--- config.mk ---
export PLATFORM = sky130hd
export DESIGN_NAME = mc_control_fsm
export DESIGN_NICKNAME = d
export VERILOG_FILES = /design/src/rtl/mc_control_fsm.sv
export SDC_FILE = /design/constraint.sdc
export NUM_CORES = 1
export LEC_CHECK = 0
export CAP_MARGIN = 20
export CORE_UTILIZATION = 41
export DETAILED_ROUTE_END_ITERATION = 12
export PLACE_DENSITY = 0.76
export SKIP_CTS_REPAIR_TIMING = 1
export SLEW_MARGIN = 20
export SYNTH_ARGS = -nofsm -noshare
export SYNTH_HDL_FRONTEND = slang
export SYNTH_SLANG_ARGS = --single-unit
export TNS_END_PERCENT = 50
--- constraint.sdc ---
create_clock -name clk_i -period 2.1 [get_ports clk_i]
set_clock_uncertainty 0.15 [all_clocks]
set_input_delay 0.315 -clock clk_i [delete_from_list [all_inputs] [get_ports clk_i]]
set_output_delay 0.315 -clock clk_i [all_outputs]
set_load 0.01 [all_outputs]
--- src/rtl/mc_control_fsm.sv ---
// Multicycle RV32I control FSM: sequences fetch/decode/execute and drives datapath selects, loads and strobes.
// Memory waits are bounded by MEM_TIMEOUT; illegal, misaligned or timed-out operations park it in a sticky TRAP.
module mc_control_fsm #(
  parameter int DATA_WIDTH  = 32,
  parameter int MEM_TIMEOUT = 64,
  parameter int EN_MDU      = 1,
  localparam int BYTES = DATA_WIDTH / 8,
  localparam int OFFW  = (BYTES > 1) ? $clog2(BYTES) : 1
) (
  input  logic             clk_i,
  input  logic             rst_ni,
  input  logic [6:0]       opcode_i,
  input  logic [2:0]       funct3_i,
  input  logic [6:0]       funct7_i,
  input  logic             br_en_i,
  input  logic [OFFW-1:0]  addr_lsb_i,
  input  logic             mem_resp_i,
  input  logic             mdu_done_i,
  output logic [1:0]       pcmux_sel_o,
  output logic             alumux1_sel_o,
  output logic [2:0]       alumux2_sel_o,
  output logic [3:0]       regfilemux_sel_o,
  output logic             marmux_sel_o,
  output logic             cmpmux_sel_o,
  output logic [2:0]       aluop_o,
  output logic [2:0]       cmpop_o,
  output logic             load_pc_o,
  output logic             load_ir_o,
  output logic             load_regfile_o,
  output logic             load_mar_o,
  output logic             load_mdr_o,
  output logic             load_data_out_o,
  output logic             mem_read_o,
  output logic             mem_write_o,
  output logic [BYTES-1:0] mem_byte_enable_o,
  output logic [OFFW-1:0]  byte_offset_o,
  output logic             mdu_start_o,
  output logic             mdu_wb_o,
  output logic             trap_o,
  output logic [1:0]       trap_cause_o
);

  localparam logic [6:0] OP_LUI   = 7'b0110111;
  localparam logic [6:0] OP_AUIPC = 7'b0010111;
  localparam logic [6:0] OP_JAL   = 7'b1101111;
  localparam logic [6:0] OP_JALR  = 7'b1100111;
  localparam logic [6:0] OP_BR    = 7'b1100011;
  localparam logic [6:0] OP_LOAD  = 7'b0000011;
  localparam logic [6:0] OP_STORE = 7'b0100011;
  localparam logic [6:0] OP_IMM   = 7'b0010011;
  localparam logic [6:0] OP_REG   = 7'b0110011;

  localparam logic [1:0] PCMUX_PC4 = 2'd0, PCMUX_ALU = 2'd1, PCMUX_MOD2 = 2'd2;
  localparam logic       ALUMUX1_RS1 = 1'b0, ALUMUX1_PC = 1'b1;
  localparam logic [2:0] ALUMUX2_I = 3'd0, ALUMUX2_U = 3'd1, ALUMUX2_B = 3'd2;
  localparam logic [2:0] ALUMUX2_S = 3'd3, ALUMUX2_J = 3'd4, ALUMUX2_RS2 = 3'd5;
  localparam logic [3:0] RF_ALU = 4'd0, RF_BR_EN = 4'd1, RF_U_IMM = 4'd2, RF_LW = 4'd3;
  localparam logic [3:0] RF_PC4 = 4'd4, RF_LB = 4'd5, RF_LBU = 4'd6, RF_LH = 4'd7, RF_LHU = 4'd8;
  localparam logic       MARMUX_PC = 1'b0, MARMUX_ALU = 1'b1;
  localparam logic       CMPMUX_RS2 = 1'b0, CMPMUX_I = 1'b1;
  localparam logic [2:0] ALU_ADD = 3'd0, ALU_SRA = 3'd2, ALU_SUB = 3'd3;
  localparam logic [2:0] CMP_BLT = 3'b100, CMP_BLTU = 3'b110;
  localparam logic [2:0] F3_ADD = 3'b000, F3_SLT = 3'b010, F3_SLTU = 3'b011, F3_SR = 3'b101;

  localparam logic [1:0] CAUSE_ILL = 2'd0, CAUSE_MIS_LD = 2'd1, CAUSE_MIS_ST = 2'd2, CAUSE_TMO = 2'd3;

  localparam int CW = (MEM_TIMEOUT > 1) ? $clog2(MEM_TIMEOUT) : 1;
  localparam logic [CW-1:0] TO_LAST = CW'((MEM_TIMEOUT > 0) ? MEM_TIMEOUT - 1 : 0);

  typedef enum logic [4:0] {
    FETCH1, FETCH2, FETCH3, DECODE, IMM, REGREG, MDU_WAIT, LUI, AUIPC,
    BR, JAL, JALR, CALC_ADDR, LD1, LD2, ST1, ST2, TRAP
  } state_t;

  state_t          state_q;
  logic [OFFW-1:0] byte_offset_q;
  logic [CW-1:0]   tmo_cnt_q;
  logic            mdu_busy_q;
  logic            trap_q;
  logic [1:0]      trap_cause_q;

  logic            is_store, is_mul, misaligned, tmo_hit, dec_illegal, enter_trap;
  logic [1:0]      trap_cause_d;
  state_t          wait_exit;
  logic [BYTES-1:0] st_mask;

  assign is_store   = (opcode_i == OP_STORE);
  assign is_mul     = (funct7_i == 7'b0000001);
  assign misaligned = ((funct3_i[1:0] == 2'b10) && (addr_lsb_i != '0)) ||
                      ((funct3_i[1:0] == 2'b01) && addr_lsb_i[0]);
  // Only counts while no response has arrived, so a late mem_resp still wins.
  assign tmo_hit    = (MEM_TIMEOUT != 0) && !mem_resp_i && (tmo_cnt_q == TO_LAST);

  always_comb begin
    dec_illegal = 1'b0;
    case (opcode_i)
      OP_REG:   dec_illegal = is_mul && (EN_MDU == 0);
      OP_BR:    dec_illegal = (funct3_i[2:1] == 2'b01);
      OP_LOAD:  dec_illegal = (funct3_i == 3'b011) || (funct3_i[2:1] == 2'b11);
      OP_STORE: dec_illegal = funct3_i[2] || (funct3_i[1:0] == 2'b11);
      OP_IMM, OP_LUI, OP_AUIPC, OP_JAL, OP_JALR: dec_illegal = 1'b0;
      default:  dec_illegal = 1'b1;
    endcase
  end

  always_comb begin
    enter_trap   = 1'b0;
    trap_cause_d = CAUSE_ILL;
    wait_exit    = FETCH3;
    case (state_q)
      DECODE:    enter_trap = dec_illegal;
      CALC_ADDR: begin
        enter_trap   = misaligned;
        trap_cause_d = is_store ? CAUSE_MIS_ST : CAUSE_MIS_LD;
      end
      FETCH2, LD1, ST1: begin
        enter_trap   = tmo_hit;
        trap_cause_d = CAUSE_TMO;
        wait_exit    = (state_q == LD1) ? LD2 : (state_q == ST1) ? ST2 : FETCH3;
      end
      default: ;
    endcase
  end

  always_ff @(posedge clk_i or negedge rst_ni) begin
    if (!rst_ni) begin
      state_q       <= FETCH1;
      byte_offset_q <= '0;
      tmo_cnt_q     <= '0;
      mdu_busy_q    <= 1'b0;
      trap_q        <= 1'b0;
      trap_cause_q  <= CAUSE_ILL;
    end else begin
      tmo_cnt_q  <= '0;
      mdu_busy_q <= 1'b0;
      if (state_q == CALC_ADDR) byte_offset_q <= addr_lsb_i;
      if (enter_trap) begin
        state_q      <= TRAP;
        trap_q       <= 1'b1;
        trap_cause_q <= trap_cause_d;
      end else begin
        case (state_q)
          FETCH1: state_q <= FETCH2;
          FETCH2, LD1, ST1: begin
            if (mem_resp_i) state_q <= wait_exit;
            else            tmo_cnt_q <= tmo_cnt_q + CW'(1);
          end
          FETCH3: state_q <= DECODE;
          DECODE: begin
            case (opcode_i)
              OP_IMM:             state_q <= IMM;
              OP_REG:             state_q <= is_mul ? MDU_WAIT : REGREG;
              OP_LUI:             state_q <= LUI;
              OP_AUIPC:           state_q <= AUIPC;
              OP_BR:              state_q <= BR;
              OP_JAL:             state_q <= JAL;
              OP_JALR:            state_q <= JALR;
              OP_LOAD, OP_STORE:  state_q <= CALC_ADDR;
              default:            state_q <= TRAP;
            endcase
          end
          CALC_ADDR: state_q <= is_store ? ST1 : LD1;
          MDU_WAIT: begin
            if (mdu_done_i) state_q <= FETCH1;
            else            mdu_busy_q <= 1'b1;
          end
          TRAP:    state_q <= TRAP;
          default: state_q <= FETCH1;
        endcase
      end
    end
  end

  always_comb begin
    case (funct3_i[1:0])
      2'b00:   st_mask = BYTES'(1);
      2'b01:   st_mask = BYTES'(3);
      default: st_mask = '1;
    endcase
  end

  // Controls are gated by rst_ni so strobes and loads drop the moment reset asserts.
  always_comb begin
    pcmux_sel_o       = PCMUX_PC4;
    alumux1_sel_o     = ALUMUX1_RS1;
    alumux2_sel_o     = ALUMUX2_I;
    regfilemux_sel_o  = RF_ALU;
    marmux_sel_o      = MARMUX_PC;
    cmpmux_sel_o      = CMPMUX_RS2;
    aluop_o           = funct3_i;
    cmpop_o           = funct3_i;
    load_pc_o         = 1'b0;
    load_ir_o         = 1'b0;
    load_regfile_o    = 1'b0;
    load_mar_o        = 1'b0;
    load_mdr_o        = 1'b0;
    load_data_out_o   = 1'b0;
    mem_read_o        = 1'b0;
    mem_write_o       = 1'b0;
    mdu_start_o       = 1'b0;
    mdu_wb_o          = 1'b0;
    mem_byte_enable_o = '1;
    if (rst_ni) begin
      case (state_q)
        FETCH1: load_mar_o = 1'b1;
        FETCH2: begin
          load_mdr_o = 1'b1;
          mem_read_o = 1'b1;
        end
        FETCH3: load_ir_o = 1'b1;
        IMM: begin
          load_regfile_o = 1'b1;
          load_pc_o      = 1'b1;
          if (funct3_i == F3_SLT || funct3_i == F3_SLTU) begin
            cmpop_o          = (funct3_i == F3_SLT) ? CMP_BLT : CMP_BLTU;
            regfilemux_sel_o = RF_BR_EN;
            cmpmux_sel_o     = CMPMUX_I;
          end else if (funct3_i == F3_SR && funct7_i[5]) begin
            aluop_o = ALU_SRA;
          end
        end
        REGREG: begin
          load_regfile_o = 1'b1;
          load_pc_o      = 1'b1;
          alumux2_sel_o  = ALUMUX2_RS2;
          if (funct3_i == F3_SLT || funct3_i == F3_SLTU) begin
            cmpop_o          = (funct3_i == F3_SLT) ? CMP_BLT : CMP_BLTU;
            regfilemux_sel_o = RF_BR_EN;
          end else if (funct3_i == F3_ADD && funct7_i[5]) begin
            aluop_o = ALU_SUB;
          end else if (funct3_i == F3_SR && funct7_i[5]) begin
            aluop_o = ALU_SRA;
          end
        end
        MDU_WAIT: begin
          mdu_start_o    = !mdu_busy_q;
          load_regfile_o = mdu_done_i;
          load_pc_o      = mdu_done_i;
          mdu_wb_o       = mdu_done_i;
        end
        LUI: begin
          load_regfile_o   = 1'b1;
          load_pc_o        = 1'b1;
          regfilemux_sel_o = RF_U_IMM;
        end
        AUIPC: begin
          load_regfile_o = 1'b1;
          load_pc_o      = 1'b1;
          alumux1_sel_o  = ALUMUX1_PC;
          alumux2_sel_o  = ALUMUX2_U;
          aluop_o        = ALU_ADD;
        end
        BR: begin
          load_pc_o     = 1'b1;
          pcmux_sel_o   = br_en_i ? PCMUX_ALU : PCMUX_PC4;
          alumux1_sel_o = ALUMUX1_PC;
          alumux2_sel_o = ALUMUX2_B;
          aluop_o       = ALU_ADD;
        end
        JAL, JALR: begin
          load_regfile_o   = 1'b1;
          load_pc_o        = 1'b1;
          regfilemux_sel_o = RF_PC4;
          aluop_o          = ALU_ADD;
          pcmux_sel_o      = (state_q == JAL) ? PCMUX_ALU : PCMUX_MOD2;
          alumux1_sel_o    = (state_q == JAL) ? ALUMUX1_PC : ALUMUX1_RS1;
          alumux2_sel_o    = (state_q == JAL) ? ALUMUX2_J : ALUMUX2_I;
        end
        CALC_ADDR: begin
          aluop_o         = ALU_ADD;
          marmux_sel_o    = MARMUX_ALU;
          alumux2_sel_o   = is_store ? ALUMUX2_S : ALUMUX2_I;
          load_mar_o      = !misaligned;
          load_data_out_o = !misaligned && is_store;
        end
        LD1: begin
          marmux_sel_o = MARMUX_ALU;
          load_mdr_o   = 1'b1;
          mem_read_o   = 1'b1;
        end
        LD2: begin
          load_regfile_o = 1'b1;
          load_pc_o      = 1'b1;
          case (funct3_i)
            3'b000:  regfilemux_sel_o = RF_LB;
            3'b001:  regfilemux_sel_o = RF_LH;
            3'b100:  regfilemux_sel_o = RF_LBU;
            3'b101:  regfilemux_sel_o = RF_LHU;
            default: regfilemux_sel_o = RF_LW;
          endcase
        end
        ST1: begin
          mem_write_o       = 1'b1;
          mem_byte_enable_o = st_mask << byte_offset_q;
        end
        ST2: load_pc_o = 1'b1;
        default: ;
      endcase
    end
  end

  assign byte_offset_o = byte_offset_q;
  assign trap_o        = trap_q;
  assign trap_cause_o  = trap_cause_q;

endmodule

==> flow_results.org <==
** Outcome
- Outcome :: finished with violations
- The checks that failed: negative setup slack.

** Power
- Power density over cell area :: between 600 and 700 nW/um2
- Of the total power, the share spent switching nets is 0.434.
- Leakage component of the power :: 1.60 nW
- The internal portion of the total power is roughly 1.3 mW.
- Total power draw :: 2.25 mW
- Reported net switching power :: 979 uW
- Of the total power, the clock network draws 0.117.
- IR analysis of the VDD net gives a maximum drop of slightly below 700 uV.
- Sequential cell fraction of total power :: 0.204
- Of the total power, combinational logic draws 0.679.

** Timing
- Fin. max-slew vios :: 0
- Across all setup checks in the final design, the least slack found is -283 ps.
- Headroom to the max-slew limit came out at 0.783.
- The final hold violation count was 0.
- For this run, the top clock speed supported by timing is approximately 420 MHz.
- Dividing the final minimum period by the clock period gives 1.13.
- At the pin with the least slew margin, the transition time is 323 ps.
- Setup violations remaining at the end of the flow were counted as 34.
- Final hold slack :: 25.8 ps
- Setup repair after global routing could not meet its margin everywhere.
- Counting I/O delays and the setup requirement, the final critical path takes 2380 ps.

** Critical path
- FF-to-FF path depth :: 9
- Data required time of the worst path :: 1630 ps
- Reg-to-reg setup timing slack :: -230 ps
- Arrival time at the worst endpoint :: 1920 ps
- In this run the critical register-to-register path is captured at trap_cause_o[0]$_DFFE_PN0P_.
- Of all nets on the critical path, the largest fanout is 7.
- Reg-to-Reg Start :: state_q[4]$_DFFE_PN0P_
- Worst Setup Start Kind :: flop
- Kind of critical path :: reg -> out
- Critical path capture point type :: output port

** Clocking
- The clock net in this run drives a total of 17 sinks.
- The clock passes through at most 2 buffers.
- CTS Buf Count :: 3
- Clock slew seen by the registers of the worst setup and hold paths :: 80 ps
- TritonCTS clock tree :: done
- The later pin in the worst-skew pair is clocked with a latency of between 200 and 300 ps.
- Root buf cell :: clkbuf_8
- CTS H-tree lvls :: 1

** Finish
- After the flow finishes, the layout carries non-filler instances totaling between 400 and 500.
- NumNets Final :: 416
- Post-Layout Inst Area :: 3350 um2
- Compared with the post-synthesis result, the final layout area differs by 89.7%.
- In the final layout, the multi-input gates occupy 1490 um2.
- Layout cells sized above 1 :: 0.462
- FILL cells :: 229
- Reg area :: between 400 and 500 um2
- Antenna diodes :: 0

** Floorplan
- CORE AREA :: 4060 um2
- Measured along the y axis, the die boundary spans 67.6 um.
- Die Area :: 4580 um2
- Overall die width :: 67.6 um
- Total number of placement rows :: 23
- The initial utilization of the core area, before any placement, comes to 0.435.
- Number of placed I/O pins :: 61

** Place
- Final estimated routing congestion in global placement :: 0.875
- In this run the tool buffered the top-level ports with 60 buffer cells.
- Prior to clock tree synthesis, the placed netlist has a worst setup slack of -685 ps.
- Including well taps, the total number of placed cells is 416.
- Post-detail-place hpwl :: 4.85 mm
- Placed cell area :: approximately 2900 um2

** Yosys
- Synth top area share :: 0.241
- Asr flop ratio synth :: 1.00
- Average instance area after synthesis :: 6.98 um2
- The netlist uses 52 different library cells.
- Syn Std Cell Area :: between 1500 and 2000 um2
- Summed over all instances, the cell type with the most area after synthesis is dfrtp_1.
- Seq cells post-synth :: 17
- In the synthesized netlist, the number of instances is 253.
- For this run, the register share of the synthesized area comes to 0.241.
- By area the synthesized netlist is led by dfrtp_1, nand2_1, nor2_1.
- Warnings, synthesis :: 0
- Post-synth EDFFs :: 0
- Top_reg_cell synth :: dfrtp_1
- Nets in the synthesized netlist :: 278

** Detailed routing
- First-pass iteration count of the detailed router :: 5
- Using the TritonRoute via totals, the vias-per-cell ratio works out to 5.97.
- DRT antenna net count :: 0
- The routed design has roughly 8.4 mm of wire.
- Count of routing violations after the opening detailed-route iteration :: 244
- In the routed design, unresolved DRC markers number 0.
- After detailed routing, the average wire length per cell comes to 19.2 um.
- The final route contains 2626 vias.

** Global route
- Grt ovf :: 0
- Pin count of the biggest net entering global routing :: 16
- The via count of the first global-routing pass is 2118.
- Across every metal layer, demand over resource in global routing totals 0.283.
- The initial antenna violation count is 0.
- First-pass GRT wire length :: 9.94 mm

** Min path
- Worst hold path class :: in -> async

** Flow run
- Max-cap violations in this run came to 0.
==> critical path, cell delays in order (launching register included) <==
cell and delay [ps]:
dfrtp_2 490, buf_6 150, nor2b_4 180, buf_6 120, buf_6 90, nand3_4 80
buf_6 130, o31a_1 260, buf_2 150
==> flip-flops by register name, indices dropped and copies added (netlist names) <==
register / flops
state_q: 5
byte_offset_o: 2
mdu_busy_q: 1
tmo_cnt_q: 6
trap_o: 1
trap_cause_o: 2
==> synthesized netlist by cell type, types with 2 or more instances <==
master	number
mux2_2	2
and2_1	6
a211oi_1	5
buf_4	3
a21boi_0	3
nor3_1	16
nor2_1	29
a21oi_1	16
nor3b_1	5
o21ai_0	17
and3_1	3
inv_1	7
o21bai_1	3
nor4_1	5
xnor2_1	3
o31ai_1	2
clkbuf_1	7
clkbuf_8	2
nand2b_1	9
nand2_1	38
nand3b_1	3
dfrtp_1	17
or2_2	3
o32ai_1	2
o211ai_1	2
nor2b_1	7
or3_1	3
a31oi_1	2
buf_2	4
nand3_1	7
==> routing by layer <==
layer	share of wire	wire length (um)	track usage
met5	0	0	0
met4	0.047	395	0.0691
met3	0.083	703	0.0236
met2	0.49	4140	0.489
met1	0.38	3190	0.376
==> power by group through the flow <==
stage                     combinational, mW  clock (mW)  sequential, mW
after CTS                              1.11       0.255           0.434
final                                  1.53       0.264           0.459
after detailed placement               1.10           0           0.439
after floorplan                       0.622           0           0.423
after global placement                 1.08           0           0.437
after global routing                   1.61       0.271           0.463
==> placed cells by master, fill, tap and decap left out, types with 4 or more instances in the layout <==
cell,instances
dfrtp_2,4
inv_1,6
nand3_1,5
clkbuf_2,6
buf_6,23
clkdlybuf4s50_1,19
nor2_1,25
nor3_4,5
buf_4,66
nor3_1,10
and2_1,5
dlymetal6s2s_1,18
nand2b_1,7
o21ai_0,17
a21oi_1,10
nand2_1,31
a21oi_2,6
nand2_2,6
dfrtp_1,13
buf_2,16
==> final cells by class <==
class,instances,area share
Sequential cell,17,0.128
Multi-Input combinational cell,213,0.445
Timing Repair Buffer,149,0.386
Tap cell,50,0.0187
Inverter,7,0.00784
Clock buffer,3,0.0123
Clock inverter,1,0.00149
==> cell families (layout without fill, tap and decap cells) <==
family                     count (synthesis)  count (layout)  synth area share
adders and majority gates                  2               2            0.0127
muxes                                      2               2            0.0127
DFF                                       17              17             0.241
and+or+nand+nor                          138             138             0.388
xor gates and xnor gates                   4               4            0.0198
buffers and inverters                     23             160            0.0694
AOI/OAI and AO/OA                         67              67             0.256
==> per-stage QoR <==
step           setup TNS, ps  utilization
2_1_floorplan              0            -
3_3_place_gp          -14660        0.703
3_5_place_dp          -15060        0.703
4_1_cts               -16050        0.714
5_1_grt                -5620        0.826
6_report               -4010        0.826
==> how the worst max path moves through the flow <==
| stage | from | to | slack (ps) | cells after the start |
|---|---|---|---|---|
| 2_1_floorplan | state_q[3]$_DFFE_PN0P_ | aluop_o[0] | 10 | 6 |
| 3_3_place_gp | opcode_i[3] | alumux2_sel_o[0] | -640 | 7 |
| 3_5_place_dp | opcode_i[3] | alumux2_sel_o[0] | -680 | 7 |
| 4_1_cts | opcode_i[3] | alumux2_sel_o[0] | -690 | 7 |
| 5_1_grt | state_q[4]$_DFFE_PN0P_ | trap_cause_o[0]$_DFFE_PN0P_ | -300 | 9 |
| 6_report | state_q[3]$_DFFE_PN0P_ | cmpop_o[1] | -280 | 8 |
Note: power is estimated with default switching activity, not from simulation.
